### src/rtl/snake_game_ctrl.sv
// Snake game sequencer: game FSM, movement tick generator,
// direction latch with reversal rejection and apple growth events.
module snake_game_ctrl #(
    parameter int TICK_DIV   = 4777778,
    parameter int MIN_DIV    = 1000000,
    parameter int SPEED_STEP = 100000,
    parameter int MAX_LEN    = 127,
    parameter int CNT_W      = 24
) (
    input  logic       clock,
    input  logic       reset,
    input  logic       start,
    input  logic       key_valid,
    input  logic [7:0] key_code,
    input  logic       good_collision,
    input  logic       bad_collision,
    output logic       update_tick,
    output logic [1:0] direction,
    output logic       game_init,
    output logic       game_over,
    output logic [1:0] state,
    output logic [6:0] size,
    output logic [6:0] score,
    output logic       grow,
    output logic       apple_respawn
);

    localparam logic [1:0] IDLE  = 2'b00;
    localparam logic [1:0] RUN   = 2'b01;
    localparam logic [1:0] PAUSE = 2'b10;
    localparam logic [1:0] OVER  = 2'b11;

    localparam logic [CNT_W-1:0] PERIOD_INIT = CNT_W'(TICK_DIV);
    localparam logic [CNT_W:0]   MIN_X       = (CNT_W+1)'(MIN_DIV);
    localparam logic [CNT_W:0]   STEP_X      = (CNT_W+1)'(SPEED_STEP);
    localparam logic [6:0]       LEN_MAX     = 7'(MAX_LEN);

    logic [1:0]       next_dir;
    logic [CNT_W-1:0] period;
    logic [CNT_W-1:0] tick_cnt;
    logic             good_prev;

    logic             esc;
    logic             dir_key;
    logic [1:0]       key_dir;
    logic             run_ok;
    logic             grow_ok;
    logic             tick_hit;
    logic [CNT_W:0]   period_x;
    logic [CNT_W-1:0] period_dec;
    logic [1:0]       state_nxt;

    always_comb begin
        dir_key = 1'b0;
        key_dir = 2'b00;
        esc     = 1'b0;
        if (key_valid) begin
            case (key_code)
                8'h1D: begin dir_key = 1'b1; key_dir = 2'b00; end
                8'h1B: begin dir_key = 1'b1; key_dir = 2'b01; end
                8'h1C: begin dir_key = 1'b1; key_dir = 2'b10; end
                8'h23: begin dir_key = 1'b1; key_dir = 2'b11; end
                8'h76: esc = 1'b1;
                default: ;
            endcase
        end
    end

    assign run_ok   = (state == RUN) && !bad_collision;
    assign grow_ok  = run_ok && good_collision && !good_prev;
    // >= rather than == so a shortened period fires at once
    assign tick_hit = tick_cnt >= (period - CNT_W'(1));
    assign period_x = {1'b0, period};

    always_comb begin
        if (period_x >= MIN_X + STEP_X) begin
            period_dec = CNT_W'(period_x - STEP_X);
        end else begin
            period_dec = CNT_W'(MIN_X);
        end
    end

    always_comb begin
        state_nxt = state;
        unique case (state)
            IDLE:  if (start) state_nxt = RUN;
            RUN: begin
                if (bad_collision) state_nxt = OVER;
                else if (esc)      state_nxt = PAUSE;
            end
            PAUSE: begin
                if (esc)        state_nxt = RUN;
                else if (start) state_nxt = IDLE;
            end
            OVER:  if (start) state_nxt = IDLE;
        endcase
    end

    always_ff @(posedge clock or posedge reset) begin
        if (reset) begin
            state         <= IDLE;
            direction     <= 2'b11;
            next_dir      <= 2'b11;
            size          <= 7'd1;
            score         <= 7'd0;
            period        <= PERIOD_INIT;
            tick_cnt      <= '0;
            update_tick   <= 1'b0;
            grow          <= 1'b0;
            apple_respawn <= 1'b0;
            game_init     <= 1'b1;
            game_over     <= 1'b0;
            good_prev     <= 1'b0;
        end else begin
            state         <= state_nxt;
            game_init     <= (state_nxt == IDLE);
            game_over     <= (state_nxt == OVER);
            good_prev     <= good_collision;
            update_tick   <= 1'b0;
            grow          <= grow_ok;
            apple_respawn <= grow;

            if (run_ok && !esc) begin
                if (tick_hit) begin
                    tick_cnt    <= '0;
                    update_tick <= 1'b1;
                    direction   <= next_dir;
                end else begin
                    tick_cnt <= tick_cnt + CNT_W'(1);
                end
                if (dir_key && (key_dir != (direction ^ 2'b01))) begin
                    next_dir <= key_dir;
                end
            end

            if (grow_ok) begin
                if (size < LEN_MAX)  size  <= size + 7'd1;
                if (score < LEN_MAX) score <= score + 7'd1;
                period <= period_dec;
            end

            // Entering or sitting in IDLE restores the start-of-game values
            if (state_nxt == IDLE) begin
                direction <= 2'b11;
                next_dir  <= 2'b11;
                size      <= 7'd1;
                score     <= 7'd0;
                period    <= PERIOD_INIT;
                tick_cnt  <= '0;
            end
        end
    end

endmodule

### config.mk
export PLATFORM = sky130hd
export DESIGN_NAME = snake_game_ctrl
export DESIGN_NICKNAME = d
export VERILOG_FILES = /design/src/rtl/snake_game_ctrl.sv
export SDC_FILE = /design/constraint.sdc
export NUM_CORES = 1
export LEC_CHECK = 0
export BUFFER_PORTS_ARGS = -buffer_cell sky130_fd_sc_hd__clkbuf_2
export CORE_UTILIZATION = 54
export CTS_CLUSTER_SIZE = 12
export DETAILED_ROUTE_END_ITERATION = 8
export GPL_TIMING_DRIVEN = 0
export PLACE_DENSITY = 0.73
export REMOVE_ABC_BUFFERS = 1
export SETUP_SLACK_MARGIN = 0.02
export SLEW_MARGIN = 20
export SYNTH_ARGS = -nofsm -noshare
export SYNTH_HDL_FRONTEND = slang
export SYNTH_SLANG_ARGS = --single-unit
### constraint.sdc
create_clock -name clock -period 4.5 [get_ports clock]
set_input_delay 0.225 -clock clock [delete_from_list [all_inputs] [get_ports clock]]
set_output_delay 0.225 -clock clock [all_outputs]
set_load 0.05 [all_outputs]
==> results of run 1 <==
-- per-layer routing --
layer / wire length (µm) / share of wire (%) / vias to the layer above / global-route usage (%)
met5: 0 / 0 / - / 0
met4: 199 / 1.7 / 0 / 10.6
met3: 585 / 5.1 / 21 / 4.94
met2: 5630 / 49 / 130 / 43.8
met1: 5040 / 44 / 2184 / 32.7
li1: - / - / 2103 / -
-- state kept, by name (all words and copies together) (netlist names) --
signal         cells
score              7
good_prev          1
size               7
next_dir           2
direction          2
game_over          1
state              2
period            20
grow               1
update_tick        1
tick_cnt          24
game_init          1
apple_respawn      1
-- per-stage QoR --
stage                     power [mW]  utilization, %  instance area [µm²]  cells
after floorplan                 1.39               -                 4810    528
after global placement          1.58            58.2                 5130    672
after detailed placement        1.60            58.8                 5170    674
after CTS                       2.17            61.7                 5440    694
after global routing            2.31            61.8                 5440    694
final                           2.17            61.8                 5440    694
-- where the power goes --
| group | leakage, nW | internal [mW] | switching (mW) |
|---|---|---|---|
| clock network | 0.106 | 0.311 | 0.258 |
| registers | 0.910 | 0.726 | 0.128 |
| logic | 1.28 | 0.242 | 0.505 |
| total | 2.30 | 1.28 | 0.891 |
-- worst reg2reg max path: stages (launching register included) --
cell and delay (ns):
dfrtp_1 0.49, or3_1 0.41, or4_1 0.50, nor4_2 0.32, nand2_1 0.11, xor2_1 0.17, ha_1 0.33, nand4_1 0.18
or3_1 0.38, or4_4 0.68, a21oi_4 0.27, mux2_2 0.36
-- logic make-up after synthesis --
| kind of cell | after synthesis | synth area share (%) |
|---|---|---|
| simple gates | 231 | 24.3 |
| compound gates | 133 | 19.6 |
| flops | 70 | 35.8 |
| buf+inv | 44 | 4.04 |
| xor+xnor | 38 | 6.72 |
| fa+ha+maj | 31 | 7.84 |
| mux | 8 | 1.64 |
| other cells | 1 | 0.0758 |
-- synth_stat cells (all sizes together), types with 4 or more instances --
master,n
a21oi,30
nand2,49
nand3,30
xnor2,27
o21ai,24
nand4,18
xor2,11
and2,4
nor3,25
or2,5
or3,11
a31oi,6
o21a,10
nor2b,6
dfstp,16
a21o,5
dfrtp,54
mux2i,7
clkbuf,14
nand2b,8
buf,14
nor4,8
inv,16
ha,31
and3,11
a41oi,6
a211oi,8
o211ai,10
nor2,41
-- layout make-up --
class                   instances  area (µm²)
clock buffers                  10         128
clock inverters                 6        86.3
multi-input cells             442        3000
fillers                       764        3360
well taps                     108         135
inverters                      16        65.1
repair buffers                 42         259
flip-flops and latches         70        1770
-- final timing paths --
path | start | end | slack (ns) | depth (start not counted)
min reg2reg | grow$_DFF_PP0_ | apple_respawn$_DFF_PP0_ | 0.39 | 0
min in group asynchronous | reset | tick_cnt[16]$_DFFE_PP0P_ | 0.41 | 3
max in group asynchronous | reset | period[14]$_DFFE_PP1P_ | 3.48 | 4
max reg2reg | period[11]$_DFFE_PP0P_ | direction[0]$_DFFE_PP1P_ | 0.23 | 11
max | period[11]$_DFFE_PP0P_ | direction[0]$_DFFE_PP1P_ | 0.23 | 11
min | bad_collision | game_over$_DFF_PP0_ | 0.16 | 2
-- repair_timing --
| action | CTS | global route |
|---|---|---|
| endpoints found under the hold margin | 28 | 0 |
| endpoints found under the setup margin | 1 | 13 |
| pin swaps | 1 | 1 |
| hold buffers | 2 | 0 |
| resized for setup | 0 | 1 |
| buffers inserted | 2 | 0 |
==> results by group, run 1 <==
Timing
  – Worst hold margin: 0.155 ns
  – RSZ-0062 raised after global routing: no
  – Final TNS setup: 0 ns
  – Max Clock Freq: 0.234 GHz
  – Final Hold Viols: 0
  – Final Worst Setup Slack: 0.233 ns
  – Tightest Pin Transition: 1.11 ns
  – Min Clock Period, post-route: 4.27 ns
  – Period utilization: 94.8%
  – Slew margin rel.: 26.0%
  – Fin. max-slew vios: 0
  – Setup Viol. Count Final: 0
  – Worst Skew: 0.00858 ns

Synthesis
  – Synth top area cells: dfrtp_1 27%, dfstp_2 8.5%, ha_1 7.8%
  – Top-area cell type share of the netlist area: 27.3%
  – Netlist cell types: 77
  – Synthesis Warnings: 0
  – Cell Area, Synth: 0.00495 mm²
  – EDFF count, synth: 0
  – Mapped Avg Cell Area: 8.90 µm²
  – Leading area contributor after synthesis: dfrtp_1
  – Most used DFF post-synth: dfrtp_1
  – Ys async rst share: 100%
  – Sequential share of the synthesized area: 35.8%
  – Synthesis-stage register bit count: 70
  – Post-Syn Instances: 556

Global route
  – Global-route usage over all layers: 25.9%
  – Vias in the first global route: 4303
  – Gr ovfl total: 0
  – Initial antenna violation count: 0
  – First-pass GRT wire length: 20000 µm
  – Largest net degree at the start of global routing: 41

Floorplan
  – Cell row count: 34
  – Core area: 0.00881 mm²
  – Die Footprint: 0.00955 mm²
  – Starting Density: 56.2%
  – IO Count: 37
  – Chip Width: 97.7 µm
  – Die Height: 97.7 µm

Outcome
  – Failing checks: DRC
  – Outcome: complete, but fails checks

Critical path
  – Delay of the slowest critical-path stage: 0.68 ns
  – WP data arrival: 4.56 ns
  – WP buf/inv: 0
  – CP max stage cell: or4_4
  – Cell family with most CP delay: simple AND/OR/NAND/NOR gates
  – Cell mode on critical path: or3_1
  – Critical-path cell list: or3_1 -> or4_1 -> nor4_2 -> nand2_1 -> xor2_1 -> ha_1 -> nand4_1 -> or3_1 -> or4_4 -> a21oi_4 -> mux2_2
  – Nature of the critical path startpoint: flip-flop
  – Max Fanout on Critical Path: 20
  – Crit end category: flip-flop
  – Crit Path Category: flip-flop to flip-flop
  – CP required: 4.80 ns

Place
  – Dpl ws: -0.000675 ns
  – Routability cong.: 0.857
  – DP HPWL: 8120 µm
  – Port bufs: 36

Hold path
  – Hold crit path type: input port to flip-flop

Detailed routing
  – Residual DRC: 2
  – Total number of vias: 4438
  – Number of detailed-route iterations in the first pass: 7
  – Drt first-iter violations: 213
  – Vias per std cell: 6.39
  – Drt total wl: 11500 µm
  – WL per Instance: 16.5 µm
  – Post-route ant nets: 0

Clocking
  – H-Tree Depth: 3
  – Clock Sinks: 70
  – Clk pin slew, worst setup/hold paths: 0.08 ns
  – CTS tree: done
  – Root buffer cell: clkbuf_8
  – Num CTS Buffers: 9
  – Max Root-Sink Buffers: 2
  – Clock latency on the worst-skew pair: 0.37 ns

Finish
  – Layout cells sized above 1: 15.9%
  – Most common cell after layout, fill and taps aside: dfrtp_1
  – Most frequent cells in the layout: 54 x dfrtp_1, 49 x nand2_1, 41 x nor2_1
  – Diodes inserted: 0
  – Nets: 626
  – Area growth syn-to-layout: 9.93%

Job
  – Max Cap Viol: 0

Power and ir drop
  – Power density cells: 399 mW/mm²
  – Peak supply drop: 0.280 mV
  – Leakage: 2.30 nW
No activity file was read; power rests on OpenSTA's default activity.
==> inputs of run 2 (changes only) <==
Clock period 4.5 ns to 5.35 ns, I/O delays scaled along.
==> run 2 against run 1 <==
  * The flow still finishes with violations (DRC)
  * Total power fell by 16%
  * Register-to-register slack better by 0.56 ns
  * Global-route usage barely moved
  * Final cell count decreased by 0.43%
  * Sequential share of layout area is 0.26 points higher
  * Critical endpoint unchanged
  * Largest cell class unchanged
==> results by group, run 2 (synthesis results as in run 1) <==
Critical path
  – Worst R2R Start: period[11]$_DFFE_PP0P_
  – CP Capture Point: direction[0]$_DFFE_PP1P_
  – Crit end category: flip-flop
  – Register-to-register setup slack: 0.79 ns (+0.56 ns)
  – RR Endpoint: direction[0]$_DFFE_PP1P_
  – CP startpoint: period[11]$_DFFE_PP0P_
  – R2R cell count: 11 (unchanged)
  – Crit Path Category: flip-flop to flip-flop
  – CP required: 5.65 ns (+0.85 ns)
  – Max Fanout on Critical Path: 20 (unchanged)
  – WP data arrival: 4.86 ns (+0.30 ns)
  – Nature of the critical path startpoint: flip-flop

Floorplan
  – Die Footprint: 0.00955 mm² (unchanged)
  – Starting Density: 56.2% (unchanged)
  – Core area: 0.00881 mm² (unchanged)
  – Die Height: 97.7 µm (unchanged)
  – Cell row count: 34 (unchanged)
  – IO Count: 37 (unchanged)
  – Chip Width: 97.7 µm (unchanged)

Clocking
  – CTS tree: done
  – Root buffer cell: clkbuf_8
  – Post-CTS resize count: 0 (unchanged)
  – Clk pin slew, worst setup/hold paths: 0.08 ns (about the same)
  – H-Tree Depth: 3 (unchanged)
  – Num CTS Buffers: 9 (unchanged)
  – Clock latency on the worst-skew pair: 0.37 ns (about the same)
  – Clock Sinks: 70 (unchanged)
  – Max Root-Sink Buffers: 2 (unchanged)
  – Setup Fix Bufs, Post-CTS: 0 (-2)

Global route
  – Initial antenna violation count: 0 (unchanged)
  – Gr ovfl total: 0 (unchanged)
  – First-pass GRT wire length: 19900 µm (-0.21%)
  – Vias in the first global route: 4297 (-0.14%)
  – Global-route usage over all layers: 25.9% (-0.047 points)
  – Largest net degree at the start of global routing: 41 (unchanged)

Detailed routing
  – Drt first-iter violations: 223 (+4.7%)
  – Drt total wl: 11400 µm (-0.21%)
  – Post-route ant nets: 0 (unchanged)
  – WL per Instance: 16.5 µm (+0.22%)
  – Number of detailed-route iterations in the first pass: 7 (unchanged)
  – Residual DRC: 2 (unchanged)
  – Total number of vias: 4427 (-0.25%)
  – Vias per std cell: 6.41 (+0.19%)

Timing
  – Tightest Pin Transition: 1.08 ns (-0.0229 ns)
  – Worst Skew: 0.00572 ns (-0.00285 ns)
  – Final Hold Viols: 0 (unchanged)
  – Period utilization: 85.2% (-9.6 points)
  – Final TNS setup: 0 ns (unchanged)
  – RSZ-0062 raised after global routing: no
  – Max Clock Freq: 0.219 GHz (-6.4%)
  – Final Worst Setup Slack: 0.793 ns (+0.560 ns)
  – Slew margin rel.: 27.5% (+1.5 points)
  – Fin. max-slew vios: 0 (unchanged)
  – Min Clock Period, post-route: 4.56 ns (+0.290 ns)
  – Setup Viol. Count Final: 0 (unchanged)

Outcome
  – Failing checks: DRC
  – Outcome: complete, but fails checks

Place
  – Routability cong.: 0.857 (unchanged)
  – Dpl ws: 0.849 ns (+0.850 ns)
  – Port bufs: 36 (unchanged)
  – Dpl cells: 674 (unchanged)
  – DP HPWL: 8120 µm (unchanged)

Finish
  – Multi-input logic area: 0.00299 mm² (-0.21%)
  – Area growth syn-to-layout: 9.05%
  – Nets: 623 (-0.48%)
  – FF+latch area: 0.00177 mm² (unchanged)
  – Final core utilization: 61.3% (-0.50 points)
  – Max reg flops: 24 (unchanged)
  – Most frequent cells in the layout: 54 x dfrtp_1, 49 x nand2_1, 41 x nor2_1
  – Diodes inserted: 0 (unchanged)
  – Layout Cells excl Fill: 691 (-0.43%)
  – Most common cell after layout, fill and taps aside: dfrtp_1
  – Biggest regs: tick_cnt: 24 flops, period: 20 flops
  – Fill cells: 768 (+0.52%)
  – Layout cells sized above 1: 15.4% (-0.43 points)
  – Biggest register: tick_cnt

Hold path
  – Worst Hold Launch: good_collision
  – Hold crit path type: input port to flip-flop

Power and ir drop
  – Power density cells: 338 mW/mm² (-15%)
  – Peak supply drop: 0.237 mV (-16%)
  – Total chip power: 1.82 mW (-16%)
  – Leakage: 2.28 nW (-0.78%)

Job
  – Max Cap Viol: 0 (unchanged)
[run 2: worst max-delay path: stages (launching register included)]
cell	delay (ns)
dfrtp_1	0.49
or3_1	0.41
or4_1	0.49
nor4_1	0.41
nand2_1	0.12
xor2_1	0.17
ha_1	0.33
nand4_1	0.18
or3_1	0.38
or4_4	0.68
a21oi_4	0.43
mux2_2	0.39
[run 2: repair_timing]
item / CTS / global route
hold endpoints to repair: 27 / 0
hold buffers: 1 / 0
endpoints found under the setup margin: 0 / 0
[run 2: worst min path at each step]
stage	endpoint	slack, ns	cells past startpoint
2_1_floorplan	good_prev$_DFF_PP0_	0.30	0
3_3_place_gp	apple_respawn$_DFF_PP0_	0.36	0
3_5_place_dp	tick_cnt[23]$_DFFE_PP0P_	0.30	2
4_1_cts	good_prev$_DFF_PP0_	0.02	1
5_1_grt	good_prev$_DFF_PP0_	0.02	1
6_report	good_prev$_DFF_PP0_	0.02	1
[run 2: layout make-up]
cell class	instances	share of cell area (%)
Clock inverter	6	1.60
Clock buffer	10	2.36
Tap cell	108	2.50
Sequential cell	70	32.8
Timing Repair Buffer	39	4.10
Inverter	16	1.21
Multi-Input combinational cell	442	55.4
[run 2: metal layers]
metal	track usage (%)	up-vias	part of all wire (%)
met1	32.6	2181	44
li1	-	2098	-
met3	4.94	20	4.9
met4	10.6	0	1.5
met2	43.8	128	50
met5	0	-	0
[run 2: metrics by stage]
stage               area (µm²)  hold WS, ns
floorplan                 4810        0.299
global placement          5130        0.357
detailed placement        5170        0.304
CTS                       5400       0.0175
global route              5400       0.0156
finish                    5400       0.0196
[run 2: power breakdown]
group | switching, mW | total [mW] | internal, mW | leakage [nW]
clock network | 0.218 | 0.480 | 0.262 | 0.106
logic | 0.424 | 0.627 | 0.203 | 1.26
registers | 0.107 | 0.718 | 0.611 | 0.910
total | 0.748 | 1.82 | 1.08 | 2.28
